**config.mk**
```make
export PLATFORM = sky130hd
export DESIGN_NAME = rapcla_seq_adder_ctrl
export DESIGN_NICKNAME = d
export VERILOG_FILES = /design/src/rtl/rapcla_seq_adder_ctrl.sv
export SDC_FILE = /design/constraint.sdc
export NUM_CORES = 1
export LEC_CHECK = 0
export BUFFER_PORTS_ARGS = -buffer_cell sky130_fd_sc_hd__buf_4
export CAP_MARGIN = 20
export CORE_ASPECT_RATIO = 0.9
export CORE_MARGIN = 8
export CORE_UTILIZATION = 51
export DETAILED_ROUTE_END_ITERATION = 6
export GPL_ROUTABILITY_DRIVEN = 0
export HOLD_SLACK_MARGIN = 0.05
export PLACE_DENSITY = 0.84
export SETUP_SLACK_MARGIN = 0.4
export SYNTH_ARGS = -nofsm -noshare
export SYNTH_HDL_FRONTEND = slang
export SYNTH_SLANG_ARGS = --single-unit
```
**constraint.sdc**
```tcl
create_clock -name clk -period 3.2 [get_ports clk]
set_input_delay 0.96 -clock clk [delete_from_list [all_inputs] [get_ports clk]]
set_output_delay 0.96 -clock clk [all_outputs]
set_load 0.05 [all_outputs]
```
**src/rtl/rapcla_seq_adder_ctrl.sv**
```systemverilog
// Sequential approximate-CLA controller: one VALENCY-bit chunk per cycle, LSB first.
// Latency: N+1 cycles from accepted start to the done cycle (N = WIDTH/VALENCY).
// Backpressure: none; start is only sampled in IDLE/DONE and ignored while busy.
module rapcla_seq_adder_ctrl #(
  parameter int WIDTH   = 32,
  parameter int VALENCY = 4,
  parameter int KW      = 4
) (
  input  logic             clk,
  input  logic             rst_n,
  input  logic             start,
  input  logic [WIDTH-1:0] a,
  input  logic [WIDTH-1:0] b,
  input  logic             cin,
  input  logic [KW-1:0]    approx_k,
  output logic             busy,
  output logic             done,
  output logic [WIDTH-1:0] sum,
  output logic             cout
);

  localparam int N = WIDTH / VALENCY;
  // Chunk count and last index expressed at the width of the index/k registers.
  localparam logic [KW-1:0] N_K  = KW'(N);
  localparam logic [KW-1:0] LAST = KW'(N - 1);
  localparam logic [WIDTH-1:0] CHUNK_MASK = WIDTH'({VALENCY{1'b1}});

  typedef enum logic [1:0] {
    IDLE = 2'd0,
    RUN  = 2'd1,
    DONE = 2'd2
  } state_t;

  state_t             state;
  logic [WIDTH-1:0]   a_q;
  logic [WIDTH-1:0]   b_q;
  logic [KW-1:0]      k_q;
  logic [KW-1:0]      idx;
  logic               carry;
  logic [WIDTH-1:0]   res;

  int                 sh;
  logic [VALENCY-1:0] ca;
  logic [VALENCY-1:0] cb;
  logic [VALENCY-1:0] g;
  logic [VALENCY-1:0] p;
  logic [VALENCY-1:0] s;
  logic               gg;
  logic               gp;
  logic               c_rip;
  logic               carry_next;
  logic [WIDTH-1:0]   res_next;
  logic [KW-1:0]      k_clamped;

  // approx_k values above N simply mean "every chunk speculative".
  assign k_clamped = (approx_k > N_K) ? N_K : approx_k;

  // Shared group cell plus in-chunk ripple for the chunk selected by idx.
  always_comb begin
    sh    = int'(idx) * VALENCY;
    ca    = VALENCY'(a_q >> sh);
    cb    = VALENCY'(b_q >> sh);
    g     = ca & cb;
    p     = ca ^ cb;
    gg    = 1'b0;
    gp    = 1'b1;
    c_rip = carry;
    s     = '0;
    for (int j = 0; j < VALENCY; j++) begin
      gg    = g[j] | (p[j] & gg);
      gp    = gp & p[j];
      s[j]  = p[j] ^ c_rip;
      c_rip = g[j] | (p[j] & c_rip);
    end
    // Low chunks forward only their own generate; the incoming carry is dropped.
    carry_next = (idx < k_q) ? gg : (gg | (gp & carry));
    res_next   = (res & ~(CHUNK_MASK << sh)) | (WIDTH'(s) << sh);
  end

  // Control FSM with registered handshake and result outputs.
  always_ff @(posedge clk) begin
    if (!rst_n) begin
      state <= IDLE;
      busy  <= 1'b0;
      done  <= 1'b0;
      sum   <= '0;
      cout  <= 1'b0;
      carry <= 1'b0;
      idx   <= '0;
      k_q   <= '0;
      res   <= '0;
      a_q   <= '0;
      b_q   <= '0;
    end else begin
      case (state)
        IDLE, DONE: begin
          done <= 1'b0;
          if (start) begin
            a_q   <= a;
            b_q   <= b;
            k_q   <= k_clamped;
            carry <= cin;
            idx   <= '0;
            busy  <= 1'b1;
            state <= RUN;
          end else begin
            busy  <= 1'b0;
            state <= IDLE;
          end
        end
        RUN: begin
          res   <= res_next;
          carry <= carry_next;
          if (idx == LAST) begin
            sum   <= res_next;
            cout  <= carry_next;
            busy  <= 1'b0;
            done  <= 1'b1;
            state <= DONE;
          end else begin
            idx <= idx + KW'(1);
          end
        end
        default: begin
          busy  <= 1'b0;
          done  <= 1'b0;
          state <= IDLE;
        end
      endcase
    end
  end

endmodule
```
# Yosys cells after proc, flatten, opt, wreduce, memory -nomap -nowiden

Cells that the tools add are included.

Output and inout bits: 35
Latch bits: 0
Memory bits (read-only): 0
Bits in writable memories: 0
Word-level logic and storage cells: 71
Input port bits: 72
Memories kept: 0
Bits in registers: 142

Div/mod/pow operators: 0
Multipliers: 0
Shift operators: 4
Eq/ne operators: 6
$add $sub $neg: 1
Multiplexer cells: 13
Order comparisons: 2
Bitwise gates (word level): 26
Reductions and logical operators: 8

Operator list:

| operator               | number |
|---|---|
| $shr A32 B6 Y4         | 2 |
| $and A32 B32 Y32       | 1 |
| $not A32 Y32           | 1 |
| $or A32 B32 Y32        | 1 |
| $shl A4 B6 Y32         | 1 |
| $shl A4 B6 Y32 const A | 1 |
| $mux W4                | 3 |
| $and A1 B1 Y1          | 10 |
| $pmux W4 S2            | 1 |
| $reduce_and A2 Y1      | 4 |
| $or A1 B1 Y1           | 7 |
| $ne A2 B2 Y1 const B   | 3 |
| $mux W1                | 5 |
| $add A4 B1 Y4 const B  | 1 |
| $and A4 B4 Y4          | 1 |
| $eq A4 B3 Y1 const B   | 1 |
| $gt A4 B4 Y1 const B   | 1 |
| $lt A4 B4 Y1           | 1 |
| $pmux W1 S2            | 2 |
| $pmux W2 S2            | 1 |
| $xor A1 B1 Y1          | 4 |
| $xor A4 B4 Y4          | 1 |
| $reduce_and A3 Y1      | 1 |
| $eq A2 B1 Y1 const B   | 1 |
| 5 further kinds        | 5 |

# Depth between registers and ports, before layout

Depth after elaboration: 11
Mapped depth: 13
Depth with buffers taken out: 10

# Least setup slack after synthesis

Ideal clock, no wire load.

Path kind: reg-to-reg
Start: reg idx[0]
End: reg sum[18]
Buffers on the path: 2
Data arrival time: 3.406 ns
Library setup time: 0.116 ns
Clock period less this slack: 3.522 ns
Cell stages (with the launch flop): 13
Required time: 3.084 ns
Setup slack: -0.322 ns
Path through: dfxtp_1 -> buf_4 -> buf_2 -> mux4_2 -> nand2_1 -> a21oi_1 -> fa_1 -> fa_1 -> fa_1 -> and3b_1 -> a22oi_1 -> nand2_1 -> o211a_1

Word-level cells in the longest chain between the ends: 9
Elaborated cells between the ends (all ways): 16
Classes of those cells: eq/ne: 1; shift: 4; bitwise: 10; reduce/logical: 1

RTL lines:

| element                                  | line   | text |
|---|---|---|
| from (decl)                              | 38     | `logic [KW-1:0] idx;` |
| from (signal assigned)                   | 121    | `idx <= idx + KW'(1);` |
| $shr A32 B6 Y4, on equally long branches | 61, 62 |  |
| $xor A4 B4 Y4                            | 64     | `p = ca ^ cb;` |
| $and A1 B1 Y1                            | 73     | `c_rip = g[j] \| (p[j] & c_rip);` |
| $or A1 B1 Y1                             | 73     |  |
| $and A1 B1 Y1                            | 73     |  |
| $or A1 B1 Y1                             | 73     |  |
| $xor A1 B1 Y1                            | 72     | `s[j] = p[j] ^ c_rip;` |
| $shl A4 B6 Y32                           | 77     | `res_next = (res & ~(CHUNK_MASK << sh)) \| (WIDTH'(s) << sh);` |
| $or A32 B32 Y32                          | 77     |  |
| to (signal assigned)                     | 115    | `sum <= res_next;` |
| to (decl)                                | 18     | `output logic [WIDTH-1:0] sum,` |

Parallel ways exist; a longest one is shown, timed or not.
A chain may end at the register's enable or synchronous reset.

# Worst setup path after layout

Start: reg idx[0]
End: reg sum[23]

Word-level cells in the longest chain between the ends: 11
Elaborated cells between the ends (all ways): 18
Classes of those cells: eq/ne: 1; shift: 4; bitwise: 12; reduce/logical: 1

RTL lines:

| element                                  | line |
|---|---|
| $shr A32 B6 Y4, on equally long branches | 61, 62 |
| $xor A4 B4 Y4                            | 64 |
| $and A1 B1 Y1                            | 73 |
| $or A1 B1 Y1                             | 73 |
| $and A1 B1 Y1                            | 73 |
| $or A1 B1 Y1                             | 73 |
| $and A1 B1 Y1                            | 73 |
| $or A1 B1 Y1                             | 73 |
| $xor A1 B1 Y1                            | 72 |
| $shl A4 B6 Y32                           | 77 |
| $or A32 B32 Y32                          | 77 |

Parallel ways exist; a longest one is shown, timed or not.

==> impl_metrics.yaml <==
global_routing:
  antenna_found_initial: 0
  grt.overflow.total: 0
  grt_max_degree: 70
  track_usage_pct: 21.09
  grt_pass1_wl_um: 27900
  grt_pass1_vias: 5591
synth:
  synth-seq-cells: 141
  ys_seq_area_share_pct: 43.38
  synth_fa_ha_area_share_pct: 3.422
  muxShareOfSynthArea_pct: 5.864
  yosysTopAreaCellShare_pct: 43.38
  yosysWarnings: 0
  synth_flop_cell: "dfxtp_1"
  syn_inst: 700
  synth_top_cells_by_area: "dfxtp_1, nand2_1, a21boi_0, o211a_1, mux4_2"
  synth_largest_area_cell: "dfxtp_1"
  synth_xor_xnor_area_share_pct: 0.2692
  yosys-top-cells-count: "nand2_1, dfxtp_1, a21boi_0, o211a_1, clkbuf_1"
  synth_edf_count: 0
  syn_nets: 788
  synth_top_family_by_area: "compound AO/OA/AOI/OAI gates"
  yosys.area_share.simple_pct: 19.98
  synth_most_common_cell: "nand2_1"
  synth.avg_cell_area_um2: 9.296
  ys_types: 46
  synth_area_um2: 6507
  ys_async_sr_fraction_pct: 0
  synth-compound-area-share_pct: 22.50
sta:
  hold_viol: 0
  worst_pin_slew_ns: 1.051
  timing.final.crit_share_pct: 97.86
  slew_headroom_pct: 29.72
  setup_violations: 0
  rsz0062_at_grt: "true"
  finClkSkew_ns: 0.007903
  finalMaxSlewViolations: 0
  min_period_ns: 3.132
  fmax_mhz: 319.3
routing:
  via_per_inst: 5.713
  dr.first_iter.drc_count: 533
  dr.pass1.iters: 5
  drc: 0
  wl_um: 17460
  ant_nets: 0
  vias: 5547
  wire_per_inst_um: 17.98
pwr:
  vdd_ir_drop_max_v: 0.0003954
  power.leakage_nw: 3.650
  power_mw: 4.275
  power_density_nw_per_um2: 515.5
floorplan:
  start_util_pct: 51.69
  die_w_um: 135.1
  core_um2: 12590
  die_y_um: 123.2
  die-area_um2: 16640
  io_pins: 107
  fp-row-count: 39
clocking:
  cts_buffers: 17
  clk_latency_ns: 0.43
  path_clk_slew_ns: 0.06
  cts_htree_levels: 4
  cts_root_buf: "clkbuf_16"
  cts_buffer_depth: 2
  cts_tree: "done"
  hold_buffers: 0
  cts_num_sinks: 141
worst_setup_path:
  crit_arrival_ns: 3.43
  worstPathCellList: "mux4_2, nand2_2, a21oi_2, fa_2, fa_2, fa_2, xor2_4, and2_4, a221oi_2, nor2_1"
  r2r_cells: 10
  startpoint_type: "flip-flop"
  r2r_end: "sum[23]"
  path_max_fanout: 7
  crit_slowest_cell: "mux4_2"
  critPathRequiredTime_ns: 3.50
  r2r_slack_ns: 0.07
  crit_top_cell: "fa_2"
  critPathCaptureType: "flip-flop"
  critPathMaxStageDelay_ns: 0.52
  worstSetupPathType: "reg -> reg"
  r2r_start: "idx[0]"
finish:
  final_layout_size_suffix_gt1_share_pct: 30.86
  fill_cells: 944
  seq_area_um2: 2828
  final_util_pct: 65.87
  syn2layout_area_growth_pct: 27.44
  n_antenna_cell: 0
  nNetsFinal: 882
  multi_input_area_um2: 3665
hold_path:
  min_from: "b_q[27]"
  worstHoldEndpoint: "b_q[27]"
  hold_depth: 2
  hold_path.class: "reg -> reg"
placed_design:
  io_buffers: 106
  dpl.hpwl_um: 11650
flow_run:
  maxCapViolations: 0
run_status:
  status: "completed"
per-layer routing:
layer  routed length (um)  track usage (%)  up-vias  share of wire [%]
li1                     -                -     2626                  -
met1                 7163            25.02     2685                 41
met3                 1149            5.971       40                6.6
met5                    0                0        -                  0
met4                  442            9.009        0                2.5
met2                 8701            35.41      196                 50
sequential cells by signal, summed over array words and instances, names as in the netlist:
| name | cells |
|---|---|
| idx | 4 |
| k_q | 4 |
| state | 2 |
| res | 32 |
| carry | 1 |
| a_q | 32 |
| cout | 1 |
| b_q | 32 |
| done | 1 |
| sum | 32 |
per-stage QoR:
step / setup TNS (ns) / hold WS, ns / setup slack (ns) / cells / cell area, um2
floorplan: -0.2631 / 0.4364 / -0.05067 / 700 / 6649
global placement: 0 / 0.4497 / 0.06782 / 931 / 7526
detailed placement: -0.05264 / 0.4558 / -0.04166 / 931 / 7526
CTS: 0 / 0.4633 / 0.05311 / 966 / 8150
global route: -0.02724 / 0.4892 / -0.01473 / 971 / 8293
finish: 0 / 0.4603 / 0.06849 / 971 / 8293
critical path: cells and delay by family, from the launching register on:
family	cells	cell delay, ns
fa+ha+maj	3	1.12
mux	1	0.52
flops	1	0.40
simple gates	3	0.38
compound gates	2	0.38
xor+xnor	1	0.21
power by group:
part / switching, mW / leakage (nW) / total, mW / internal (mW)
registers: 0.0510 / 1.15 / 1.89 / 1.83
logic: 0.280 / 2.23 / 0.538 / 0.258
clock network: 0.753 / 0.271 / 1.85 / 1.10
worst max-delay path by stage:
stage | from | end | slack [ns] | depth (start not counted)
3_5_place_dp | idx[0] | res[23] | -0.04 | 10
3_3_place_gp | idx[0] | res[18] | 0.07 | 10
6_report | idx[0] | sum[23] | 0.07 | 10
2_1_floorplan | idx[0] | sum[18] | -0.05 | 12
4_1_cts | idx[0] | res[23] | 0.05 | 10
5_1_grt | idx[0] | sum[23] | -0.01 | 11
cells in the final DEF, fill, tap and decap left out, types with 4 or more instances in the layout:
master and n:
nand3b_1 6, clkbuf_16 17, nand2_2 4, nor2_1 20
nor3b_2 5, nand2_1 191, nor2b_1 11, buf_4 126
nor3b_1 5, a22oi_1 5, a21oi_1 13, a21boi_1 4
a221oi_2 6, o21ai_0 16, a221oi_4 4, inv_1 5
ha_1 13, o211a_1 36, a22oi_2 18, a21boi_0 69
mux4_2 16, a21oi_2 4, clkinv_2 7, dfxtp_1 139
timing repair:
| item | 4_1_cts | 5_1_grt |
|---|---|---|
| pin swaps | 17 | 15 |
| endpoints found under the setup margin | 40 | 42 |
| resized for setup | 14 | 18 |
| buffers inserted | 3 | 5 |
cell families (layout without fill, tap and decap cells):
kind of cell,Yosys count,count (layout)
AOI/OAI and AO/OA,185,185
muxes,18,18
xor gates and xnor gates,2,2
and+or+nand+nor,276,276
adders and majority gates,16,16
DFF,141,141
buffers and inverters,62,169
final cells by class:
class,instances,area share (%)
Clock inverter,12,1.162
Tap cell,164,2.474
Sequential cell,141,34.10
Multi-Input combinational cell,497,44.19
Inverter,6,0.2716
Clock buffer,20,5.507
Timing Repair Buffer,131,12.30
Note: power is estimated with default switching activity, not from simulation.
